--- config.mk ---
export PLATFORM = sky130hd
export DESIGN_NAME = ir_nec_rx_flat
export DESIGN_NICKNAME = d
export VERILOG_FILES = /design/src/rtl/ir_nec_pkg.sv /design/src/rtl/ir_nec_rx_if.sv /design/src/rtl/ir_pulse_timer.sv /design/src/rtl/ir_nec_rx.sv /design/src/flat_wrapper.sv
export SDC_FILE = /design/constraint.sdc
export NUM_CORES = 1
export LEC_CHECK = 0
export BUFFER_PORTS_ARGS = -buffer_cell sky130_fd_sc_hd__buf_2
export CORE_ASPECT_RATIO = 0.8
export CORE_UTILIZATION = 55
export CTS_CLUSTER_DIAMETER = 60
export DETAILED_ROUTE_END_ITERATION = 12
export GPL_TIMING_DRIVEN = 0
export PLACE_DENSITY = 0.73
export SYNTH_ARGS = -nofsm -noshare
export SYNTH_HDL_FRONTEND = slang
export SYNTH_HIERARCHICAL = 1
export SYNTH_SLANG_ARGS = --single-unit
--- constraint.sdc ---
create_clock -name clk -period 2.36 [get_ports clk]
set_input_delay 0.236 -clock clk [delete_from_list [all_inputs] [get_ports clk]]
set_output_delay 0.236 -clock clk [all_outputs]
set_load 0.05 [all_outputs]
--- src/rtl/ir_nec_pkg.sv ---
`default_nettype none
`timescale 1ns/1ps
// ============================================================================
// Module      : ir_nec_pkg
// Description : Shared types and timing windows for the NEC IR receiver.
//               Window limits are inclusive and expressed in width ticks.
// Revision    : 1.0 - initial release
// ============================================================================
package ir_nec_pkg;

    typedef enum logic [2:0] {
        IDLE       = 3'd0,
        LEAD_MARK  = 3'd1,
        LEAD_SPACE = 3'd2,
        BIT_MARK   = 3'd3,
        BIT_SPACE  = 3'd4,
        STOP_MARK  = 3'd5,
        RPT_STOP   = 3'd6
    } nec_state_t;

    localparam int NEC_BITS = 32;

    localparam logic [11:0] c_LEAD_MARK_MIN  = 12'd800;
    localparam logic [11:0] c_LEAD_MARK_MAX  = 12'd1000;
    localparam logic [11:0] c_LEAD_SPACE_MIN = 12'd400;
    localparam logic [11:0] c_LEAD_SPACE_MAX = 12'd500;
    localparam logic [11:0] c_RPT_SPACE_MIN  = 12'd190;
    localparam logic [11:0] c_RPT_SPACE_MAX  = 12'd260;
    localparam logic [11:0] c_BIT_MARK_MIN   = 12'd40;
    localparam logic [11:0] c_BIT_MARK_MAX   = 12'd75;
    localparam logic [11:0] c_ZERO_SPACE_MIN = 12'd40;
    localparam logic [11:0] c_ZERO_SPACE_MAX = 12'd75;
    localparam logic [11:0] c_ONE_SPACE_MIN  = 12'd140;
    localparam logic [11:0] c_ONE_SPACE_MAX  = 12'd190;

    function automatic logic in_win(input logic [11:0] w,
                                    input logic [11:0] lo,
                                    input logic [11:0] hi);
        return (w >= lo) && (w <= hi);
    endfunction

endpackage
`default_nettype wire

--- src/rtl/ir_nec_rx_if.sv ---
`default_nettype none
`timescale 1ns/1ps
// ============================================================================
// Module      : ir_nec_rx_if
// Description : Decoded-frame bus from the NEC receiver to game control.
//               addr/cmd : last valid frame; valid/rpt/err : 1-cycle strobes.
//               master = receiver side, slave = consumer side.
// Revision    : 1.0 - initial release
// ============================================================================
interface ir_nec_rx_if;
    logic [15:0] addr;
    logic [7:0]  cmd;
    logic        valid;
    logic        rpt;
    logic        err;

    modport master (output addr, cmd, valid, rpt, err);
    modport slave  (input  addr, cmd, valid, rpt, err);
endinterface
`default_nettype wire

--- src/rtl/ir_pulse_timer.sv ---
`default_nettype none
`timescale 1ns/1ps
// ============================================================================
// Module      : ir_pulse_timer
// Description : Line conditioning and width measurement for the IR input.
//               2-FF synchronizer, polarity normalisation (mark=1), edge
//               detect, free-running tick divider, saturating width counter.
//   clk, reset : system clock, synchronous active-high reset
//   ir_in      : raw demodulated IR line (asynchronous)
//   mark       : normalised line level, 1 = mark
//   mark_rise  : mark started (1 cycle)
//   mark_fall  : mark ended (1 cycle)
//   width      : ticks since the last edge, saturating at 4095
// Revision    : 1.0 - initial release
// ============================================================================
module ir_pulse_timer #(
    parameter int FCLK          = 50_000_000,
    parameter int TICK_HZ       = 100_000,
    parameter int IR_ACTIVE_LOW = 1
) (
    input  wire logic        clk,
    input  wire logic        reset,
    input  wire logic        ir_in,
    output logic             mark,
    output logic             mark_rise,
    output logic             mark_fall,
    output logic [11:0]      width
);

    localparam int          c_DIV      = FCLK / TICK_HZ;
    localparam int          c_DIV_W    = (c_DIV > 1) ? $clog2(c_DIV) : 1;
    localparam logic [c_DIV_W-1:0] c_DIV_LAST = c_DIV_W'(c_DIV - 1);
    // Raw line level while no mark is present.
    localparam logic        c_IDLE_LVL = (IR_ACTIVE_LOW != 0);

    logic [1:0]         r_sync;
    logic               r_mark_d;
    logic [c_DIV_W-1:0] r_div;
    logic [11:0]        r_width;
    logic               w_mark;
    logic               w_tick;
    logic               w_edge;

    assign w_mark    = r_sync[1] ^ c_IDLE_LVL;
    assign w_tick    = (r_div == c_DIV_LAST);
    assign w_edge    = w_mark ^ r_mark_d;

    assign mark      = w_mark;
    assign mark_rise = w_mark & ~r_mark_d;
    assign mark_fall = ~w_mark & r_mark_d;
    assign width     = r_width;

    always_ff @(posedge clk) begin
        if (reset) begin
            r_sync   <= {2{c_IDLE_LVL}};
            r_mark_d <= 1'b0;
            r_div    <= '0;
            r_width  <= '0;
        end else begin
            r_sync   <= {r_sync[0], ir_in};
            r_mark_d <= w_mark;
            r_div    <= w_tick ? '0 : r_div + c_DIV_W'(1);
            // A tick landing on the edge cycle belongs to the new phase, so a
            // phase of N tick periods always reads back as exactly N.
            if (w_edge) begin
                r_width <= {11'd0, w_tick};
            end else if (w_tick && (r_width != 12'hFFF)) begin
                r_width <= r_width + 12'd1;
            end
        end
    end

endmodule
`default_nettype wire

--- src/rtl/ir_nec_rx.sv ---
`default_nettype none
`timescale 1ns/1ps
// ============================================================================
// Module      : ir_nec_rx
// Description : NEC infrared receiver. Decodes leader, 32 LSB-first data bits,
//               stop mark and repeat codes from a demodulated IR line.
//   clk, reset : system clock, synchronous active-high reset
//   ir_in      : raw demodulated IR line (asynchronous)
//   nec        : addr/cmd of last valid frame, valid/rpt/err strobes
// Revision    : 1.0 - initial release
// ============================================================================
module ir_nec_rx
    import ir_nec_pkg::*;
#(
    parameter int FCLK          = 50_000_000,
    parameter int TICK_HZ       = 100_000,
    parameter int IR_ACTIVE_LOW = 1,
    parameter int EXT_ADDR      = 0
) (
    input  wire logic   clk,
    input  wire logic   reset,
    input  wire logic   ir_in,
    ir_nec_rx_if.master nec
);

    logic        w_mark, w_mark_rise, w_mark_fall;
    logic [11:0] w_width;

    ir_pulse_timer #(
        .FCLK          (FCLK),
        .TICK_HZ       (TICK_HZ),
        .IR_ACTIVE_LOW (IR_ACTIVE_LOW)
    ) u_timer (
        .clk       (clk),
        .reset     (reset),
        .ir_in     (ir_in),
        .mark      (w_mark),
        .mark_rise (w_mark_rise),
        .mark_fall (w_mark_fall),
        .width     (w_width)
    );

    nec_state_t  r_state, w_state_nxt;
    logic [31:0] r_shift, w_shift_nxt;
    logic [5:0]  r_bitcnt, w_bitcnt_nxt;
    logic        r_have_frame, w_have_nxt;
    logic [15:0] r_addr, w_addr_nxt;
    logic [7:0]  r_cmd, w_cmd_nxt;
    logic        r_valid, w_valid_nxt;
    logic        r_rpt, w_rpt_nxt;
    logic        r_err, w_err_nxt;

    logic        w_fail;
    logic        w_frame_ok;
    logic        w_zero, w_one, w_bit_mark_ok;
    logic [5:0]  w_bitcnt_inc;

    // Bytes: [7:0] addr, [15:8] addr inverse (or high addr), [23:16] cmd,
    // [31:24] cmd inverse.
    assign w_frame_ok    = (r_shift[31:24] == ~r_shift[23:16]) &&
                           ((EXT_ADDR != 0) || (r_shift[15:8] == ~r_shift[7:0]));
    assign w_zero        = in_win(w_width, c_ZERO_SPACE_MIN, c_ZERO_SPACE_MAX);
    assign w_one         = in_win(w_width, c_ONE_SPACE_MIN, c_ONE_SPACE_MAX);
    assign w_bit_mark_ok = in_win(w_width, c_BIT_MARK_MIN, c_BIT_MARK_MAX);
    assign w_bitcnt_inc  = r_bitcnt + 6'd1;

    // Edges take priority over timeouts; space-phase timeouts are only judged
    // while the line is actually at space.
    always_comb begin
        w_state_nxt  = r_state;
        w_shift_nxt  = r_shift;
        w_bitcnt_nxt = r_bitcnt;
        w_have_nxt   = r_have_frame;
        w_addr_nxt   = r_addr;
        w_cmd_nxt    = r_cmd;
        w_valid_nxt  = 1'b0;
        w_rpt_nxt    = 1'b0;
        w_err_nxt    = 1'b0;
        w_fail       = 1'b0;

        case (r_state)
            IDLE: begin
                if (w_mark_rise) w_state_nxt = LEAD_MARK;
            end
            LEAD_MARK: begin
                if (w_mark_fall) begin
                    if (in_win(w_width, c_LEAD_MARK_MIN, c_LEAD_MARK_MAX))
                        w_state_nxt = LEAD_SPACE;
                    else
                        w_fail = 1'b1;
                end else if (w_width > c_LEAD_MARK_MAX) begin
                    w_fail = 1'b1;
                end
            end
            LEAD_SPACE: begin
                if (w_mark_rise) begin
                    if (in_win(w_width, c_LEAD_SPACE_MIN, c_LEAD_SPACE_MAX)) begin
                        w_bitcnt_nxt = '0;
                        w_state_nxt  = BIT_MARK;
                    end else if (in_win(w_width, c_RPT_SPACE_MIN, c_RPT_SPACE_MAX)) begin
                        w_state_nxt  = RPT_STOP;
                    end else begin
                        w_fail = 1'b1;
                    end
                end else if (!w_mark && (w_width > c_LEAD_SPACE_MAX)) begin
                    w_fail = 1'b1;
                end
            end
            BIT_MARK: begin
                if (w_mark_fall) begin
                    if (w_bit_mark_ok) w_state_nxt = BIT_SPACE;
                    else               w_fail = 1'b1;
                end else if (w_width > c_BIT_MARK_MAX) begin
                    w_fail = 1'b1;
                end
            end
            BIT_SPACE: begin
                if (w_mark_rise) begin
                    if (w_zero || w_one) begin
                        w_shift_nxt  = {w_one, r_shift[31:1]};
                        w_bitcnt_nxt = w_bitcnt_inc;
                        w_state_nxt  = (w_bitcnt_inc == 6'(NEC_BITS)) ? STOP_MARK : BIT_MARK;
                    end else begin
                        w_fail = 1'b1;
                    end
                end else if (!w_mark && (w_width > c_ONE_SPACE_MAX)) begin
                    w_fail = 1'b1;
                end
            end
            STOP_MARK: begin
                if (w_mark_fall) begin
                    if (w_bit_mark_ok && w_frame_ok) begin
                        w_addr_nxt  = r_shift[15:0];
                        w_cmd_nxt   = r_shift[23:16];
                        w_valid_nxt = 1'b1;
                        w_have_nxt  = 1'b1;
                        w_state_nxt = IDLE;
                    end else begin
                        w_fail = 1'b1;
                    end
                end else if (w_width > c_BIT_MARK_MAX) begin
                    w_fail = 1'b1;
                end
            end
            RPT_STOP: begin
                if (w_mark_fall) begin
                    if (w_bit_mark_ok) begin
                        w_rpt_nxt   = r_have_frame;
                        w_state_nxt = IDLE;
                    end else begin
                        w_fail = 1'b1;
                    end
                end else if (w_width > c_BIT_MARK_MAX) begin
                    w_fail = 1'b1;
                end
            end
            default: w_state_nxt = IDLE;
        endcase

        // Any error forgets the last frame so a stray repeat cannot replay it.
        if (w_fail) begin
            w_err_nxt   = 1'b1;
            w_have_nxt  = 1'b0;
            w_state_nxt = IDLE;
        end
    end

    always_ff @(posedge clk) begin
        if (reset) begin
            r_state      <= IDLE;
            r_shift      <= '0;
            r_bitcnt     <= '0;
            r_have_frame <= 1'b0;
            r_addr       <= '0;
            r_cmd        <= '0;
            r_valid      <= 1'b0;
            r_rpt        <= 1'b0;
            r_err        <= 1'b0;
        end else begin
            r_state      <= w_state_nxt;
            r_shift      <= w_shift_nxt;
            r_bitcnt     <= w_bitcnt_nxt;
            r_have_frame <= w_have_nxt;
            r_addr       <= w_addr_nxt;
            r_cmd        <= w_cmd_nxt;
            r_valid      <= w_valid_nxt;
            r_rpt        <= w_rpt_nxt;
            r_err        <= w_err_nxt;
        end
    end

    assign nec.addr  = r_addr;
    assign nec.cmd   = r_cmd;
    assign nec.valid = r_valid;
    assign nec.rpt   = r_rpt;
    assign nec.err   = r_err;

endmodule
`default_nettype wire

--- src/flat_wrapper.sv ---
// flat-port wrapper written by rule: the top's interface ports become plain ports
module ir_nec_rx_flat import ir_nec_pkg::*;
#(
    parameter int FCLK          = 50_000_000,
    parameter int TICK_HZ       = 100_000,
    parameter int IR_ACTIVE_LOW = 1,
    parameter int EXT_ADDR      = 0
)
  (clk, reset, ir_in, nec_addr, nec_cmd, nec_valid, nec_rpt, nec_err);
  ir_nec_rx_if nec_i ();
  input  wire logic clk;
  input  wire logic reset;
  input  wire logic ir_in;
  output wire logic [$bits(nec_i.addr)-1:0] nec_addr;
  output wire logic [$bits(nec_i.cmd)-1:0] nec_cmd;
  output wire logic [$bits(nec_i.valid)-1:0] nec_valid;
  output wire logic [$bits(nec_i.rpt)-1:0] nec_rpt;
  output wire logic [$bits(nec_i.err)-1:0] nec_err;
  assign nec_addr = nec_i.addr;
  assign nec_cmd = nec_i.cmd;
  assign nec_valid = nec_i.valid;
  assign nec_rpt = nec_i.rpt;
  assign nec_err = nec_i.err;
  ir_nec_rx #(.FCLK(FCLK), .TICK_HZ(TICK_HZ), .IR_ACTIVE_LOW(IR_ACTIVE_LOW), .EXT_ADDR(EXT_ADDR)) u_core (.clk(clk), .reset(reset), .ir_in(ir_in), .nec(nec_i));
endmodule
After elaboration in Yosys (flattened, before gate mapping). Index checks and enable logic that the tools add are counted.

Reductions and logical operators: 24. Bitwise operators: 11. $add $sub $neg: 3. Magnitude comparators: 14. Equal/unequal tests: 25. Muxes and demuxes: 41.

Operators with widths (number): $mux W3 (15); $ge A12 B8 Y1 const B (2); $le A12 B9 Y1 const B (2); $mux W6 (4); $pmux W3 S7 (1); $mux W1 (19); $eq A8 B8 Y1 (2); $not A8 Y8 (2); $ne A2 B2 Y1 const B (7); $reduce_and A13 Y1 (1); $add A12 B1 Y12 const B (1); $ge A12 B10 Y1 const B (1); $ge A12 B6 Y1 const B (1); $ge A12 B9 Y1 const B (1); $gt A12 B10 Y1 const B (1); $gt A12 B7 Y1 const B (1); $gt A12 B8 Y1 const B (1); $gt A12 B9 Y1 const B (1); $le A12 B10 Y1 const B (1); $le A12 B7 Y1 const B (1); $le A12 B8 Y1 const B (1); $ne A12 B12 Y1 const B (1); $ne A2 B1 Y1 const B (6); $pmux W6 S2 (1); 21 further kinds (44).

Output and inout bits: 27. Register bits: 93. Logic and storage cells: 132. Input bits: 3.

Longest topological paths before layout.
Depth in word-level cells: 8. Depth in mapped cells: 10.

Hierarchy. The synthesis kept the hierarchy.

By module, submodules not included: ir_nec_rx (area an instance 3408.3 µm², instances 1, seq. area each 1381.3 µm², cells each 413); ir_pulse_timer (area an instance 1168.6 µm², instances 1, seq. area each 480.5 µm², cells each 132).

Least setup slack after synthesis. No wires, ideal clock.

Kind: flip-flop to flip-flop. Start: register u_core.u_timer.r_width[4], in the netlist u_core/u_timer/width[4]. End: register u_core.r_state[0]. Library setup time: 0.071 ns. Clock period less this slack: 2.078 ns. Arrival: 2.007 ns. Cell stages (with the launch flop): 9. Required time: 2.289 ns. Slack: 0.282 ns. Path through: dfxtp_1 -> clkbuf_8 -> o21ai_1 -> and2_2 -> o32a_1 -> a22oi_2 -> nand4_2 -> a2111o_1 -> a21oi_1.

Cells in the longest elaborated chain, start to end: 7. Elaborated cells between the ends (all ways): 50. Those cells by class: order compare (14); eq/ne (6); mux (19); reduce/logical (11).

Ends and longest elaborated chain: start, declared (line ir_pulse_timer.sv:39) `logic [11:0] r_width;`; start signal, assigned (line ir_pulse_timer.sv:66) `r_width <= {11'd0, w_tick};`; start signal, assigned (line ir_pulse_timer.sv:68) `r_width <= r_width + 12'd1;`; $ge A12 B8 Y1, or another cell as far along (line ir_nec_pkg.sv:39) `return (w >= lo) && (w <= hi);`; $logic_and A1 B1 Y1 (line ir_nec_pkg.sv:39); $mux W1, or another cell as far along (line ir_nec_rx.sv:100) `end else if (in_win(w_width, c_RPT_SPACE_MIN, c_RPT_SPACE_MAX)) begin`; $mux W1, on equally long branches (line ir_nec_rx.sv:97, ir_nec_rx.sv:119, ir_nec_rx.sv:132); $mux W1, on equally long branches (line ir_nec_rx.sv:96, ir_nec_rx.sv:118, ir_nec_rx.sv:131); $pmux W1 S5 (line ir_nec_rx.sv:81) `case (r_state)`; $reduce_or A2 Y1 (no source line); end signal, assigned (line ir_nec_rx.sv:180) `r_state <= w_state_nxt;`; end, declared (line ir_nec_rx.sv:43) `nec_state_t r_state, w_state_nxt;`.

Several ways; a longest one is shown, not always the timed one. The select of a mux whose other input is x is not followed. A chain may end at the register's enable or synchronous reset.

Worst setup path after layout.
Start: register u_core.u_timer.r_width[10], in the netlist u_core/u_timer/width[10]. End: register u_core.r_state[2].

Same word-level chain as after synthesis.

==> summary.md <==
The flow ran to the end, and the final reports show no timing, DRC or antenna violations. The run gives 0 ns as the accumulated negative setup slack. The highest-delay cell along the critical path was sky130_fd_sc_hd__or3_2. Number of fill cells in the layout: 689. The tools report the met2 track utilization from global routing as 0.358. The post-synthesis async set-or-reset flop share was 0. Sorting the synthesized cells by area gives the leading types as sky130_fd_sc_hd__dfxtp_1 (41%), sky130_fd_sc_hd__nand2_1 (7.8%), sky130_fd_sc_hd__mux2i_1 (5.7%). The layout cell share with drive strength beyond 1 works out to 0.216.

The effective utilization at floorplan is 0.573. The H-tree was split into 3 levels. STA classifies the critical path startpoint as a flop. The total number of vias was 4225. Parity-gate share of the synthesized area counting xor and xnor cells: 0.0440. The synthesized-area fraction occupied by and/or/nand/nor cells works out to 0.283. TritonCTS built the clock tree. Clock-pin slew was measured on the worst setup and hold paths at 0.09 ns. The number of clock buffers added by TritonCTS is 9.

The synthesized design contains 93 register bits. The highest net fanout along the worst path is 8, and the worst endpoint required time is 2.64 ns. The number of enable flip-flop cells after synthesis came out at 0. In this run the core area contains 29 standard-cell rows. The logs give 0.530 for the worst slew margin relative to its limit and 19 for the largest net degree at the start of global routing.

The worst path in the final design needs a cycle of 2.33 ns, including I/O delays and setup. The detailed router finished its first iteration with 319 violations. Counting every net in the synthesized netlist gives 553.

The post-synthesis adder-cell area fraction is 0.0137, and the switching part of the total is 0.241. For the global-route total usage across every layer, the log shows 0.254. Mux cell area share after synthesis: 0.0593.

The area growth from synthesis to final layout came out at 16.4%. The tools report the master cell of the clock root buffer as sky130_fd_sc_hd__clkbuf_8. The logs give 0.375 for the met1 track demand over resource and 0.0609 for the met3 usage.

On the worst path, the slowest cell contributes a delay of 0.60 ns. The share of total power in sequential cells was 0.565; the count of maximum capacitance violations was 0. The first global-routing pass estimated 18100 um of wire. The detail route stage leaves a number of antenna-violating nets equal to 0.

For this run, the number of Yosys warnings is 6. The clock net in this run drives a total of 93 sinks. In the final layout, the multi-input gates occupy 0.00259 sq mm. The tools report the final setup violation count as 0. The final layout contains 604 nets. The number of instances in the synthesized netlist was 545. Summed over all nets, the switching power comes to 0.676 mW. The power density relative to cell area is 526 mW/mm^2, and the final routed wire length divided by cell count is 15.7 um. After legalization and detailed placement, the total HPWL measured 7720 um.

At the pin with the least slew margin, the transition time is 0.702 ns. Share of the synthesized area in compound gates (AO/OA/AOI/OAI): 0.143. By startpoint and endpoint, the worst setup path is classified as reg -> reg. The run gives 0.856 as the placer congestion estimate. In the routed design, unresolved DRC markers number 0.

The area share of the leading cell type in the synthesized netlist works out to 0.407. The most used standard cell by instance count after synthesis was sky130_fd_sc_hd__nand2_1. The combinational fraction of design power was 0.035; the total wire length after detailed routing was 11100 um. The total I/O pin count was 30. The sequential share of the synthesized area came out at 0.407. In this run, distinct cell masters in the synthesized netlist total 68. Data on the critical path arrives at its endpoint at 2.61 ns. The logs give 0.36 ns for the clock latency reported for the late side of the worst-skew pair and 0.00798 sq mm for the standard cell core area.

In this run the worst setup path begins at u_core/u_timer/width[10]$_SDFFE_PP0P_. For the clock power share, the log shows 0.399. After synthesis, the largest family of logic cells by area is simple AND/OR/NAND/NOR gates.

The share of the clock period used by the worst path after layout is 0.989. Power comes to 2.80 mW. In this run the cell area of the synthesized design comes to 0.00458 sq mm. Kind of end point of the critical path: a flop.

Based on the critical path, the design can be clocked at up to 0.428 GHz. The top cell type by total area after synthesis was sky130_fd_sc_hd__dfxtp_1. Prevailing post-synth register cell: sky130_fd_sc_hd__dfxtp_1. The signal on the critical path passes through or3_2 > o21ai_0 > a2111oi_1 > nor4_2 > nand4_4 > nor3_2. For the final database, setup skew stands at 0.0163 ns. The die boundary width was 104 um. In this run the worst hold path is classified as in -> reg. The sequential cells in the finished layout cover a total of 0.00189 sq mm. The layer flagged by global routing as most heavily used is met1. The repair_antennas step left the layout with diodes totalling 0. The total overflow left after global routing is 0. The run gives 0 as the number of hold-slack violations in the final timing report. Hold repair after CTS inserted 0 buffers. The total count of max-transition violations in the final report is 0. The average instance in the mapped netlist occupies 8.40 sq um. The number of detailed-route iterations in the first pass came out at 5.

For the initial antenna violation count, the log shows 0. After detailed routing, the number of vias per cell comes to 5.96. Across the VDD grid, the largest voltage drop is 462 uV. The via count of the first global-routing pass was 3782. The start of the worst register-to-register path was u_core/u_timer/width[10]$_SDFFE_PP0P_. The analysis attributes to cell leakage a power of 1.96 nW.

Internal power comes to 2.12 mW. Number of buffer cells added on primary ports: 29. Worst min-delay path startpoint: ir_in.

The y dimension of the die came out at 83.6 um. The longest clock path from root to sink contains 2 buffers. The die covers 0.00869 sq mm. The setup check on the worst reg-to-reg path leaves a slack of 0.03 ns. Sorting the synthesized cells by how often they occur yields sky130_fd_sc_hd__nand2_1 (95), sky130_fd_sc_hd__dfxtp_1 (93), sky130_fd_sc_hd__nor2_1 (52).
-- worst max-delay path: cells and delay by family (launching register included) --
family,cells,cell delay (ns)
simple gates,4,1.49
flops,1,0.41
compound gates,2,0.36
-- power groups by stage --
stage | sequential, mW | combinational [mW] | clock (mW)
6_report | 1.58 | 0.0993 | 1.12
5_1_grt | 1.59 | 0.109 | 1.21
4_1_cts | 1.58 | 0.0906 | 1.15
3_5_place_dp | 1.62 | 0.0886 | 0
3_3_place_gp | 1.62 | 0.0865 | 0
2_1_floorplan | 1.62 | 0.0657 | 0
-- path summary, 6_finish.rpt --
kind | to | cells after the start
worst min register to register | u_core/u_timer/r_sync[1]$_SDFF_PP1_ | 1
worst max-delay path | u_core/r_state[2]$_SDFFE_PP0P_ | 6
worst max register to register | u_core/r_state[2]$_SDFFE_PP0P_ | 6
worst min-delay path | u_core/u_timer/r_sync[0]$_SDFF_PP1_ | 2
-- layout by cell type, fill, tap and decap left out, drive strengths merged, types with 4 or more instances in the layout --
| cell type | synthesis | routed |
|---|---|---|
| a21oi | 42 | 42 |
| nand4 | 18 | 18 |
| mux2i | 26 | 26 |
| nor4 | 9 | 9 |
| nand3 | 16 | 16 |
| nor3 | 16 | 16 |
| nor2b | 4 | 4 |
| buf | 9 | 53 |
| o21a | 4 | 4 |
| and3 | 6 | 6 |
| nor2 | 52 | 52 |
| nand2b | 5 | 5 |
| o21ai | 12 | 12 |
| or2 | 4 | 4 |
| o31ai | 4 | 4 |
| nand2 | 95 | 95 |
| inv | 10 | 14 |
| and2 | 5 | 5 |
| dfxtp | 93 | 93 |
| clkbuf | 22 | 27 |
| and4 | 5 | 5 |
| ha | 5 | 5 |
| a211oi | 5 | 5 |
| or3 | 6 | 6 |
| or4 | 4 | 4 |
| nor3b | 4 | 4 |
| o211ai | 5 | 5 |
| xor2 | 20 | 20 |
-- cell families after synthesis --
kind of cell / count (synthesis)
fa+ha+maj: 5
compound gates: 99
buf+inv: 41
mux: 27
flops: 93
xor+xnor: 23
simple gates: 257
-- sequential cells by signal, indices dropped and copies added (netlist names) --
signal and count:
u_core/r_shift 32, u_core/nec.addr 16, u_core/u_timer/width 12, u_core/u_timer/r_div 9
u_core/nec.cmd 8, u_core/r_bitcnt 6, u_core/r_state 3, u_core/u_timer/r_sync 2
u_core/nec.err 1, u_core/nec.rpt 1, u_core/nec.valid 1, u_core/r_have_frame 1
u_core/u_timer/r_mark_d 1
-- layer usage --
layer  vias to the layer above  wire length (um)
li1                       2042                 -
met4                         0               178
met5                         -                 0
met2                       159              4740
met3                        20               716
met1                      2004              5480
-- stage by stage --
step                      setup WS (ns)  instance area, sq um   util  hold slack [ns]  instances
final                            0.0254                  5330  0.667           0.0619        709
after global routing            -0.0672                  5330  0.667           0.0473        709
after CTS                       0.00163                  5110  0.640           0.0477        699
after detailed placement         -0.148                  4860  0.608            0.404        682
after global placement           -0.132                  4860  0.608            0.393        682
after floorplan                   0.282                  4580      -            0.312        545
-- final cells by class --
| class | count | area share |
|---|---|---|
| Buffer | 30 | 0.0437 |
| Clock buffer | 9 | 0.0233 |
| Clock inverter | 7 | 0.0162 |
| Inverter | 10 | 0.00705 |
| Multi-Input combinational cell | 411 | 0.487 |
| Sequential cell | 93 | 0.354 |
| Tap cell | 108 | 0.0254 |
| Timing Repair Buffer | 41 | 0.0437 |
-- what timing repair did --
item	in CTS	in global routing
gates cloned	0	1
pin swaps	3	14
setup buffers	1	10
gates resized for setup	9	60
endpoints found under the setup margin	39	58
(Power assumes the default switching activity.)
